<file path="config.mk">
export PLATFORM = sky130hd
export DESIGN_NAME = tick_gen_multi
export DESIGN_NICKNAME = d
export VERILOG_FILES = /design/src/rtl/tick_gen_pkg.sv /design/src/rtl/tick_gen_ch.sv /design/src/rtl/tick_gen_multi.sv
export SDC_FILE = /design/constraint.sdc
export NUM_CORES = 1
export LEC_CHECK = 0
export CAP_MARGIN = 20
export CORE_MARGIN = 2
export CORE_UTILIZATION = 35
export CTS_BUF_LIST = sky130_fd_sc_hd__clkbuf_8
export DETAILED_ROUTE_END_ITERATION = 12
export PLACE_DENSITY_LB_ADDON = 0.08
export SETUP_SLACK_MARGIN = 0.05
export SYNTH_ARGS = -nofsm -noshare
export SYNTH_HDL_FRONTEND = slang
export SYNTH_SLANG_ARGS = --single-unit
</file>
<file path="constraint.sdc">
create_clock -name i_clock -period 9.54 [get_ports i_clock]
set_clock_uncertainty 0.1 [all_clocks]
set_input_delay 2.385 -clock i_clock [delete_from_list [all_inputs] [get_ports i_clock]]
set_output_delay 2.385 -clock i_clock [all_outputs]
set_load 0.1 [all_outputs]
</file>
<file path="src/rtl/tick_gen_pkg.sv">
// tick_gen_pkg: shared constants and channel state encoding for tick_gen_multi
package tick_gen_pkg;
  localparam int CNT_W_DEF          = 28;
  localparam int DEFAULT_PERIOD_DEF = 10000000;
  typedef enum logic [1:0] {IDLE, RUN, DONE} ch_state_e;
endpackage

</file>
<file path="src/rtl/tick_gen_ch.sv">
// tick_gen_ch: one tick channel (FSM, counter, shadow/active period, registered tick/level/done)
//   i_clock/i_reset_n : clock, synchronous active-low reset
//   i_en, i_oneshot   : run enable, one-shot mode
//   i_wr, i_wdata     : period write strobe (already decoded for this channel) and value
//   i_sync_clr        : phase-align clear (only with TICK_GEN_PHASE_SYNC_EN)
//   o_tick, o_level, o_done : boundary pulse, square wave, one-shot halted
module tick_gen_ch
  import tick_gen_pkg::*;
#(
  parameter int               CNT_W          = CNT_W_DEF,
  parameter logic [CNT_W-1:0] DEFAULT_PERIOD = CNT_W'(DEFAULT_PERIOD_DEF)
) (
  input  logic             i_clock,
  input  logic             i_reset_n,
  input  logic             i_en,
  input  logic             i_oneshot,
  input  logic             i_wr,
  input  logic [CNT_W-1:0] i_wdata,
`ifdef TICK_GEN_PHASE_SYNC_EN
  input  logic             i_sync_clr,
`endif
  output logic             o_tick,
  output logic             o_level,
  output logic             o_done
);
  ch_state_e        r_state, w_state;
  logic [CNT_W-1:0] r_cnt, w_cnt, r_period, w_period, r_shadow, w_shadow, w_next_p;
  logic             r_tick, w_tick, r_level, w_level, r_done, w_done, w_tc;

  always_comb begin
    w_state  = r_state;
    w_cnt    = r_cnt;
    w_period = r_period;
    w_shadow = i_wr ? i_wdata : r_shadow;
    // a write landing on the terminal count wins over the older shadow value
    w_next_p = w_shadow;
    w_tick   = 1'b0;
    w_level  = r_level;
    w_done   = r_done;
    w_tc     = r_cnt == r_period - CNT_W'(1);
    case (r_state)
      IDLE: begin
        w_cnt    = '0;
        w_period = w_shadow;
        w_state  = (i_en && w_period != '0) ? RUN : IDLE;
      end
      RUN: begin
        if (!i_en) begin
          w_state = IDLE;
          w_cnt   = '0;
        end
`ifdef TICK_GEN_PHASE_SYNC_EN
        else if (i_sync_clr) begin
          w_cnt   = '0;
          w_level = 1'b0;
        end
`endif
        else if (w_tc) begin
          w_cnt    = '0;
          w_tick   = 1'b1;
          w_level  = ~r_level;
          w_period = w_next_p;
          w_done   = i_oneshot;
          w_state  = i_oneshot ? DONE : (w_next_p == '0 ? IDLE : RUN);
        end
        else w_cnt = r_cnt + CNT_W'(1);
      end
      DONE: begin
        w_period = w_shadow;
        w_state  = (!i_en || i_wr) ? IDLE : DONE;
        w_done   = i_en && !i_wr;
      end
      default: w_state = IDLE;
    endcase
  end

  always_ff @(posedge i_clock) begin
    if (!i_reset_n) begin
      r_state  <= IDLE;
      r_cnt    <= '0;
      r_period <= DEFAULT_PERIOD;
      r_shadow <= DEFAULT_PERIOD;
      r_tick   <= 1'b0;
      r_level  <= 1'b0;
      r_done   <= 1'b0;
    end else begin
      r_state  <= w_state;
      r_cnt    <= w_cnt;
      r_period <= w_period;
      r_shadow <= w_shadow;
      r_tick   <= w_tick;
      r_level  <= w_level;
      r_done   <= w_done;
    end
  end

  assign o_tick  = r_tick;
  assign o_level = r_level;
  assign o_done  = r_done;
endmodule

</file>
<file path="src/rtl/tick_gen_multi.sv">
// tick_gen_multi: multi-channel programmable tick generator (periodic / one-shot)
//   i_clock/i_reset_n : clock, synchronous active-low reset
//   i_enable, i_oneshot : per-channel run enable and mode
//   i_period_wr/i_period_sel/i_period_data : period write port (out-of-range select ignored)
//   i_sync_clr : phase-align all running channels, present with TICK_GEN_PHASE_SYNC_EN
//   o_tick, o_level, o_done : per-channel registered outputs
module tick_gen_multi
  import tick_gen_pkg::*;
#(
  parameter int          NUM_CH         = 4,
  parameter int          CNT_W          = CNT_W_DEF,
  parameter int unsigned DEFAULT_PERIOD = DEFAULT_PERIOD_DEF
) (
  input  logic                      i_clock,
  input  logic                      i_reset_n,
  input  logic [NUM_CH-1:0]         i_enable,
  input  logic [NUM_CH-1:0]         i_oneshot,
  input  logic                      i_period_wr,
  input  logic [$clog2(NUM_CH)-1:0] i_period_sel,
  input  logic [CNT_W-1:0]          i_period_data,
`ifdef TICK_GEN_PHASE_SYNC_EN
  input  logic                      i_sync_clr,
`endif
  output logic [NUM_CH-1:0]         o_tick,
  output logic [NUM_CH-1:0]         o_level,
  output logic [NUM_CH-1:0]         o_done
);
  localparam int SEL_W = $clog2(NUM_CH);
  logic [NUM_CH-1:0] w_wr;

  for (genvar i = 0; i < NUM_CH; i++) begin : g_ch
    assign w_wr[i] = i_period_wr && i_period_sel == SEL_W'(i);
    tick_gen_ch #(
      .CNT_W         (CNT_W),
      .DEFAULT_PERIOD(CNT_W'(DEFAULT_PERIOD))
    ) u_ch (
      .i_clock   (i_clock),
      .i_reset_n (i_reset_n),
      .i_en      (i_enable[i]),
      .i_oneshot (i_oneshot[i]),
      .i_wr      (w_wr[i]),
      .i_wdata   (i_period_data),
`ifdef TICK_GEN_PHASE_SYNC_EN
      .i_sync_clr(i_sync_clr),
`endif
      .o_tick    (o_tick[i]),
      .o_level   (o_level[i]),
      .o_done    (o_done[i])
    );
  end
endmodule

</file>
==> results of run 1 <==
==> synth_stat cells, drive strengths merged (5+ instances only) <==
| cell | n | area, µm² |
|---|---|---|
| o211ai | 6 | 45.0 |
| or2 | 12 | 75.1 |
| nand4 | 54 | 338 |
| and3 | 29 | 181 |
| nor2 | 240 | 901 |
| nand2 | 143 | 537 |
| a211oi | 9 | 72.6 |
| o31ai | 9 | 72.6 |
| mux2 | 85 | 1030 |
| a32oi | 23 | 201 |
| dfxtp | 356 | 7130 |
| a21boi | 5 | 37.5 |
| and4 | 8 | 70.1 |
| nor4b | 10 | 93.8 |
| inv | 46 | 173 |
| nor3 | 115 | 581 |
| and2 | 56 | 350 |
| nor4 | 83 | 641 |
| a21oi | 33 | 176 |
| o21ai | 34 | 170 |
| xor2 | 104 | 911 |
| xnor2 | 140 | 1230 |
| or3 | 21 | 131 |
| nand4b | 28 | 245 |
| o22ai | 7 | 43.8 |
| nand3 | 112 | 561 |
| o2111ai | 10 | 87.6 |
| buf | 50 | 332 |
| nor3b | 10 | 85.1 |
| nand2b | 41 | 257 |
| or4 | 24 | 188 |
| clkbuf | 91 | 342 |
| ha | 24 | 300 |
| nor2b | 12 | 75.1 |
| mux2i | 128 | 1280 |
| a31oi | 13 | 111 |
| nand3b | 37 | 278 |
==> through the flow <==
stage	worst slack (ns)	power, mW	hold WS, ns
global route	4.81	3.54	0.401
floorplan	5.52	1.85	0.335
finish	4.91	3.39	0.362
global placement	4.49	1.96	0.355
CTS	4.85	3.45	0.370
detailed placement	4.48	1.97	0.361
==> kinds of logic (layout without fill, tap and decap cells) <==
| group | Yosys count | in the layout |
|---|---|---|
| xor+xnor | 245 | 245 |
| simple gates | 1051 | 1051 |
| buf+inv | 187 | 224 |
| fa+ha+maj | 24 | 24 |
| compound gates | 199 | 199 |
| other cells | 0 | 1 |
| flops | 356 | 356 |
| mux | 213 | 213 |
==> routing by layer <==
metal / share of wire, % / GRT usage, % / up-vias
met4: 2.6 / 6.62 / 0
li1: - / - / 8149
met3: 3.5 / 3.53 / 105
met5: 0 / 0 / -
met1: 49 / 27.6 / 7936
met2: 45 / 31.6 / 258
==> worst paths after layout <==
check                           endpoint  slack, ns                     start
setup / recovery               o_done[0]       4.91       g_ch[0].u_ch.o_done
hold reg to reg      g_ch[2].u_ch.o_done       0.36       g_ch[2].u_ch.o_done
setup reg to reg  g_ch[1].u_ch.r_cnt[23]       5.17  g_ch[1].u_ch.r_period[2]
hold / removal       g_ch[2].u_ch.o_done       0.36       g_ch[2].u_ch.o_done
==> final cells by class <==
type	instances	area share [%]
inverters	46	0.789
repair buffers	71	2.98
well taps	756	4.26
multi-input cells	1732	54.2
clock inverters	27	0.688
clock buffers	80	4.96
diodes	1	0.0113
flip-flops and latches	356	32.1
==> flip-flops by register name, summed over array words and instances, names as in the netlist <==
signal and cells:
g_ch.u_ch.o_done 4, g_ch.u_ch.o_level 4, g_ch.u_ch.o_tick 4, g_ch.u_ch.r_cnt 112, g_ch.u_ch.r_period 112, g_ch.u_ch.r_shadow 112, g_ch.u_ch.r_state 8
==> power groups by stage <==
stage / Clock (mW) / Sequential (mW) / Combinational [mW]
finish: 1.46 / 1.58 / 0.358
global route: 1.57 / 1.58 / 0.392
CTS: 1.51 / 1.58 / 0.360
detailed placement: 0 / 1.61 / 0.358
floorplan: 0 / 1.58 / 0.265
global placement: 0 / 1.61 / 0.356
==> run metrics, run 1 <==
status=finished, final reports clean; gr ovfl total=0; Seq pwr share=46.5%; Hold Crit Depth=2; CORE AREA=56400 µm²; critical path endpoint category=output port; Final min period=4.63 ns; Net Sw Frac=28.0%; initial core utilization=35.4%; internal power=2.44 mW; chip width=243 µm; DR iter-0 viols=964; syn nets=2340; RSZ-0062 raised after global routing=no; vias per inst=5.36; Worst EP arrival=2.14 ns; Top delay family on crit path=buffers and inverters; post-CTS setup buffers=0; adder-cell share of the synthesized area=1.50%; xor/xnor cell area share of the yosys netlist=10.8%; Syn Std Cell Area=20000 µm²; Max Slew Vio Count=0; combinational power share=10.6%; most frequent cells in the layout=356 x dfxtp_1, 240 x nor2_1, 143 x nand2_1; Synth Area in Compound Gates=7.45%; IO Pins=53; Fillers=5786; synthesized area per cell=8.78 µm²; crit start category=register; Post-Route WL=59300 µm; main combinational cell family by area after synthesis=simple AND/OR/NAND/NOR gates; simple-gate portion of the synthesized area=28.8%; path depth of the worst reg2reg path=9; Skew-Pair Late Insertion Delay=0.65 ns; slowest stage delay, CP=1.15 ns; YS warnings=0; peak supply drop=0.0792 mV; Syn Inst Count=2275; nets=2341; Placer Congestion=0.849; # hold bufs at CTS=0; Port Buf Inserts=52; Reg area=7130 µm²; Rel. slew slack=20.7%; CTS buffer count=69; Critical Path, Cell by Cell=clkdlybuf4s50_1; Clock power frac=43.0%; CP max FO=2; via count=16400; critical path class=register to output port; post-placement cell area=20900 µm²; #FFs+latches synth=356; Die Height=243 µm; Total GRT Usage=20.0%; Final period util=48.5%; mux contribution to synthesized area=11.6%; P&R area growth vs syn=11.1%; Cell Rows=87; share of cells above drive strength 1=9.90%; Critical Path RT=7.06 ns; WP depth=1; maxcap violations=0; commonest non-fill, non-tap cell in the layout=dfxtp_1; Post-synth top flop=dfxtp_1; CP bufs+invs=1; first-pass GRT wire length=94300 µm; htree depth=3; area occupied by multi-input gates=12000 µm²; DP HPWL=41100 µm; post-route cell area=22200 µm²; clk sinks=356; Max clock buf depth=3; Switching Power=0.948 mW; Wirelength per Cell=19.3 µm; post-layout util=39.4%; Inst Count DP=2960; cts repair resizes=0; clock root buffer=clkbuf_8; slowest cell on the critical path=clkdlybuf4s50_1; die area=59000 µm²; Worst-Margin Slew=1.19 ns; asr flop ratio synth=0%; ANT nets after route=0; EDFF count, synth=0; Final Hold Viols=0; vias in the first global route=16200; Leak Pwr=8.12 nW; Setup TNS=0 ns; Post-route DRC=0; Layout Cells excl Fill=3069; CTS tree=done; TritonRoute pass-1 iters=5; initial antenna violation count=1; sequential fraction of the synthesis area=35.7%; # setup viols final=0; largest net degree at the start of global routing=89; PwrDens=153 nW/µm²; count of cell types in the netlist=92; Reg clk slew, reported paths=0.06 ns; worst hold path type=register to register; Peak Freq=216 MHz
Power figures use the tool's default switching activity.
==> inputs of run 2 (changes only) <==
==> constraint.sdc (replaced) <==
create_clock -name i_clock -period 4.08 [get_ports i_clock]
set_clock_uncertainty 0.1 [all_clocks]
set_input_delay 1.02 -clock i_clock [delete_from_list [all_inputs] [get_ports i_clock]]
set_output_delay 1.02 -clock i_clock [all_outputs]
set_load 0.1 [all_outputs]
==> run 2 against run 1 <==
Sequential power rose by 130%. Register-to-register slack got worse by 4.8 ns. Critical endpoint is now g_ch[2].u_ch.r_cnt[11]. Global-route usage fell by 0.13 points. Critical path type is now register to register. Final cell count increased by 2.0%.
==> run metrics, run 2 (same netlist as run 1, synthesis figures left out) <==
most frequent cells in the layout=356 x dfxtp_1, 239 x nor2_1, 143 x nand2_1; nets=2393 (+2.2%); worst hold start=g_ch[1].u_ch.o_done; status=finished, final reports clean; clock root buffer=clkbuf_8; worst hold path type=register to register; Rel. slew slack=30.6% (+9.9 points); chip width=243 µm (unchanged); Net Sw Frac=28.0% (+0.073 points); Leak Pwr=8.48 nW (+4.4%); post-layout util=40.4% (+1.1 points); Endpoint, Worst Hold=g_ch[1].u_ch.o_done; Clock power frac=43.6% (+0.6 points); Largest regs=g_ch.u_ch.r_cnt x112, g_ch.u_ch.r_period x112, g_ch.u_ch.r_shadow x112; via count=16600 (+1.1%); R2R Setup Slk=0.35 ns (-4.82 ns); Total GRT Usage=19.9% (-0.13 points); reg-to-reg endpoint=g_ch[2].u_ch.r_cnt[11]; Reg area=7130 µm² (unchanged); Post-Route WL=59100 µm (-0.44%); crit start category=register; Placer Congestion=0.848 (-0.11%); initial antenna violation count=1 (unchanged); Switching Power=2.27 mW (+140%); critical path class=register to register; CP max FO=26 (+24); Worst EP arrival=4.14 ns (+2.00 ns); Cell Rows=87 (unchanged); TritonRoute pass-1 iters=6 (+1); total power=8.10 mW (+140%); first-pass GRT wire length=93400 µm (-0.94%); combinational power share=11.0% (+0.4 points); largest net degree at the start of global routing=152 (+71%); Seq pwr share=45.4% (-1.1 points); Reg clk slew, reported paths=0.06 ns (about the same); IO Pins=53 (unchanged); Final period util=91.5%; maxcap violations=0 (unchanged); share of cells above drive strength 1=12.0% (+2.1 points); CTS buffer count=68 (-1.4%); die area=59000 µm² (unchanged); RSZ-0062 raised after global routing=no; Final min period=3.73 ns; Setup TNS=0 ns (unchanged); Critical Path RT=4.48 ns (-2.58 ns); htree depth=3 (unchanged); Port Buf Inserts=52 (unchanged); commonest non-fill, non-tap cell in the layout=dfxtp_1; CORE AREA=56400 µm² (unchanged); critical path endpoint category=register; Max clock buf depth=3 (unchanged); Peak Freq=268 MHz; Post-route DRC=0 (unchanged); vias per inst=5.31 (-0.86%); Skew-Pair Late Insertion Delay=0.65 ns (about the same); initial core utilization=35.4% (unchanged); PwrDens=355 nW/µm² (+130%); gr ovfl total=0 (unchanged); DP HPWL=42500 µm (+3.4%); Fillers=5750 (-0.62%); CTS tree=done; Critical R2R Launch=g_ch[2].u_ch.r_period[0]; area occupied by multi-input gates=12000 µm² (about the same); ANT nets after route=0 (unchanged); Final Hold Viols=0 (unchanged); Hold Crit Depth=2 (unchanged); P&R area growth vs syn=14.0%; Die Height=243 µm (unchanged); path depth of the worst reg2reg path=11 (+2); Max Slew Vio Count=0 (unchanged); # hold bufs at CTS=0 (unchanged); Worst-Margin Slew=1.04 ns (-0.152 ns); # setup viols final=0 (unchanged); internal power=5.83 mW (+140%); DR iter-0 viols=960 (-0.41%); peak supply drop=0.201 mV (+150%); Critical Path Source=g_ch[2].u_ch.r_period[0]; Wirelength per Cell=18.9 µm (-2.4%); clk sinks=356 (unchanged); vias in the first global route=16200 (-0.19%)
## run 2: cell types whose count changed in the layout (fill, tap and decap cells not counted), sizes merged
| cell | delta |
|---|---|
| clkbuf | +1 |
| clkinvlp | -2 |
| buf | +54 |
| inv | +7 |
| clkinv | +2 |
## run 2: layout make-up
class | count | share of cell area, %
Sequential cell | 356 | 31.3
Timing Repair Buffer | 124 | 5.05
Clock inverter | 34 | 0.972
Inverter | 46 | 0.769
Tap cell | 756 | 4.15
Clock buffer | 82 | 4.95
Antenna cell | 1 | 0.0110
Multi-Input combinational cell | 1732 | 52.8
## run 2: worst max-delay path by stage
stage,end,slack [ns]
detailed placement,g_ch[2].u_ch.r_state[0],0.25
floorplan,g_ch[2].u_ch.r_period[0],0.56
CTS,g_ch[2].u_ch.r_period[15],0.29
global route,g_ch[2].u_ch.r_cnt[18],0.09
global placement,g_ch[2].u_ch.r_state[0],0.25
finish,g_ch[2].u_ch.r_cnt[11],0.35
## run 2: power groups by stage
stage                     logic [mW]  registers [mW]  clock network [mW]
final                          0.894            3.67                3.53
after global routing           0.973            3.68                3.85
after CTS                      0.899            3.67                3.67
after detailed placement       0.895            3.75                   0
after global placement         0.888            3.74                   0
after floorplan                0.621            3.70                   0
## run 2: repair_timing
action | in CTS | in global routing
hold endpoints to repair | 0 | 0
resized for setup | 0 | 1
endpoints found under the setup margin | 0 | 8
setup buffers | 0 | 0
## run 2: per-stage QoR
stage,area (µm²),std cells,hold slack (ns),setup WS (ns)
detailed placement,21400,3014,0.361,0.251
CTS,22800,3130,0.369,0.286
global route,22800,3131,0.415,0.0929
finish,22800,3131,0.360,0.348
floorplan,20000,2275,0.335,0.564
global placement,21400,3014,0.350,0.254
## run 2: critical path, stage by stage (launching register included)
cell and delay (ns):
dfxtp_1 0.37, inv_1 0.10, ha_1 0.26, nor3b_2 0.48
nand3_1 0.18, or3b_2 0.51, a21bo_2 0.23, nor4_1 0.41
nand4bb_1 0.33, nor3_2 0.32, buf_12 0.21, nor3_1 0.08
## run 2: layer usage
| layer | global-route usage [%] | vias up | share of wire (%) |
|---|---|---|---|
| li1 | - | 8273 | - |
| met1 | 26.9 | 7909 | 48 |
| met2 | 32.4 | 341 | 46 |
| met3 | 3.27 | 113 | 3.6 |
| met4 | 6.35 | 0 | 2.8 |
| met5 | 0 | - | 0 |
==> inputs of run 3 (changes only) <==
--- a/config.mk
+++ b/config.mk
@@ -11,7 +11,7 @@
 export CTS_BUF_LIST = sky130_fd_sc_hd__clkbuf_8
 export DETAILED_ROUTE_END_ITERATION = 12
 export PLACE_DENSITY_LB_ADDON = 0.08
-export SETUP_SLACK_MARGIN = 0.05
+export SETUP_SLACK_MARGIN = 0.5
 export SYNTH_ARGS = -nofsm -noshare
 export SYNTH_HDL_FRONTEND = slang
 export SYNTH_SLANG_ARGS = --single-unit
==> run 3 against run 2 <==
Design area grew 1.7%. Highest routed layer unchanged. Critical path depth shrank 2. Worst setup slack gained 0.24 ns. Critical path type unchanged.
==> run metrics, run 3 (same netlist as run 1, synthesis figures left out) <==
CTS tree=done; clk sinks=356 (unchanged); total power=8.14 mW (+0.58%); largest net degree at the start of global routing=152 (unchanged); Wirelength per Cell=19.0 µm (+0.59%); Clock power frac=43.4% (-0.2 points); worst hold path type=register to register; htree depth=3 (unchanged); Critical R2R Launch=g_ch[2].u_ch.r_period[6]; TritonRoute pass-1 iters=5 (-1); nets=2415 (+0.92%); DR iter-0 viols=906 (-5.6%); Skew-Pair Late Insertion Delay=0.66 ns (about the same); ANT nets after route=0 (unchanged); R2R Setup Slk=0.59 ns (+0.24 ns); Worst-Margin Slew=1.04 ns (-0.0000178 ns); Seq pwr share=45.1% (-0.3 points); most frequent cells in the layout=353 x dfxtp_1, 239 x nor2_1, 143 x nand2_1; # hold bufs at CTS=0 (unchanged); Max Slew Vio Count=0 (unchanged); Critical Path Source=g_ch[2].u_ch.r_period[6]; initial core utilization=35.4% (unchanged); Final min period=3.49 ns (-0.244 ns); Critical Path RT=4.51 ns (+0.03 ns); Setup TNS=0 ns (unchanged); Max clock buf depth=3 (unchanged); Reg clk slew, reported paths=0.06 ns (about the same); internal power=5.85 mW (+0.44%); Net Sw Frac=28.1% (+0.097 points); chip width=243 µm (unchanged); vias per inst=5.30 (-0.20%); Post-route DRC=0 (unchanged); combinational power share=11.5% (+0.5 points); Rel. slew slack=30.6% (about the same); PwrDens=351 nW/µm² (-1.1%); CTS buffer count=68 (unchanged); Total GRT Usage=19.9% (+0.026 points); critical path class=register to register; crit start category=register; die area=59000 µm² (unchanged); initial antenna violation count=1 (unchanged); # setup viols final=0 (unchanged); peak supply drop=0.201 mV (about the same); Final WS setup=0.592 ns (+0.244 ns); share of cells above drive strength 1=13.8% (+1.8 points); hold_ws=0.360 ns (-0.0000660 ns); Port Buf Inserts=52 (unchanged); Final period util=85.5% (-6.0 points); P&R area growth vs syn=16.0%; vias in the first global route=16200 (+0.11%); CP max FO=7 (-73%); critical path endpoint category=register; maxcap violations=0 (unchanged); clock root buffer=clkbuf_8; Die Height=243 µm (unchanged); worst hold start=g_ch[1].u_ch.o_done; gr ovfl total=0 (unchanged); Worst EP arrival=3.92 ns (-0.22 ns); Cell Rows=87 (unchanged); CORE AREA=56400 µm² (unchanged); Final Hold Viols=0 (unchanged); commonest non-fill, non-tap cell in the layout=dfxtp_1; Placer Congestion=0.848 (unchanged); RSZ-0062 raised after global routing=no; via count=16700 (+0.50%); IO Pins=53 (unchanged); Post-Route WL=59800 µm (+1.3%); DP HPWL=42500 µm (unchanged); Largest regs=g_ch.u_ch.r_cnt x112, g_ch.u_ch.r_period x112, g_ch.u_ch.r_shadow x112; first-pass GRT wire length=93500 µm (+0.10%); Peak Freq=287 MHz (+7.0%); DP Worst Slack=0.251 ns (unchanged); status=finished, final reports clean; Switching Power=2.29 mW (+0.93%); Leak Pwr=8.64 nW (+1.9%)
[run 3: changes by cell type in the layout (fill, tap and decap cells not counted), moves of 2 or more]
cell,before,now
or4_1,22,17
nor4_1,70,65
dfxtp_4,0,2
or4_4,2,7
nor4_4,6,11
clkbuf_16,0,2
dfxtp_1,356,353
nor3b_4,0,2
inv_1,70,68
buf_4,65,84
inv_4,1,3
nor3b_1,7,5
[run 3: worst paths after layout]
path | to | depth (start not counted)
setup / recovery | g_ch[2].u_ch.r_period[1] | 9
hold / removal | g_ch[1].u_ch.o_done | 2
setup reg to reg | g_ch[2].u_ch.r_period[1] | 9
hold reg to reg | g_ch[1].u_ch.o_done | 2
[run 3: per-stage QoR]
stage / cells / cell area [µm²] / util, %
2_1_floorplan: 2275 / 20000 / -
3_3_place_gp: 3014 / 21400 / 38.0
3_5_place_dp: 3014 / 21400 / 38.0
4_1_cts: 3132 / 22800 / 40.5
5_1_grt: 3153 / 23200 / 41.1
6_report: 3153 / 23200 / 41.1
[run 3: layer usage]
layer  track usage (%)  part of all wire [%]  vias to the layer above
li1                  -                     -                     8320
met1              26.9                    48                     7954
met2              32.3                    46                      323
met3              3.28                   3.5                      123
met4              6.46                   3.0                        0
met5                 0                     0                        -
[run 3: critical path: stages (launching register included)]
cell and delay, ns:
dfxtp_1 0.38, or4_4 0.60, nor4_4 0.32, xnor2_1 0.20
o2111ai_1 0.14, or4_4 0.54, nor4_4 0.34, a31oi_4 0.20
clkbuf_16 0.22, mux2_1 0.32
[run 3: final cells by class]
type / instances / area [µm²]
clock inverters: 34 / 221
multi-input cells: 1732 / 12200
flip-flops and latches: 356 / 7140
fillers: 5718 / 33200
clock buffers: 82 / 1130
well taps: 756 / 946
repair buffers: 146 / 1360
inverters: 46 / 180
diodes: 1 / 2.50
[run 3: what timing repair did]
item	4_1_cts	5_1_grt
pin swaps	2	17
resized for setup	5	35
cloned	0	2
setup endpoints to repair	78	202
buffers inserted	2	18
endpoints found under the hold margin	0	0
[run 3: power groups by stage]
| stage | Sequential, mW | Combinational (mW) | Clock (mW) |
|---|---|---|---|
| 2_1_floorplan | 3.70 | 0.621 | 0 |
| 3_3_place_gp | 3.74 | 0.888 | 0 |
| 3_5_place_dp | 3.75 | 0.895 | 0 |
| 4_1_cts | 3.67 | 0.906 | 3.67 |
| 5_1_grt | 3.69 | 1.01 | 3.85 |
| 6_report | 3.68 | 0.934 | 3.53 |
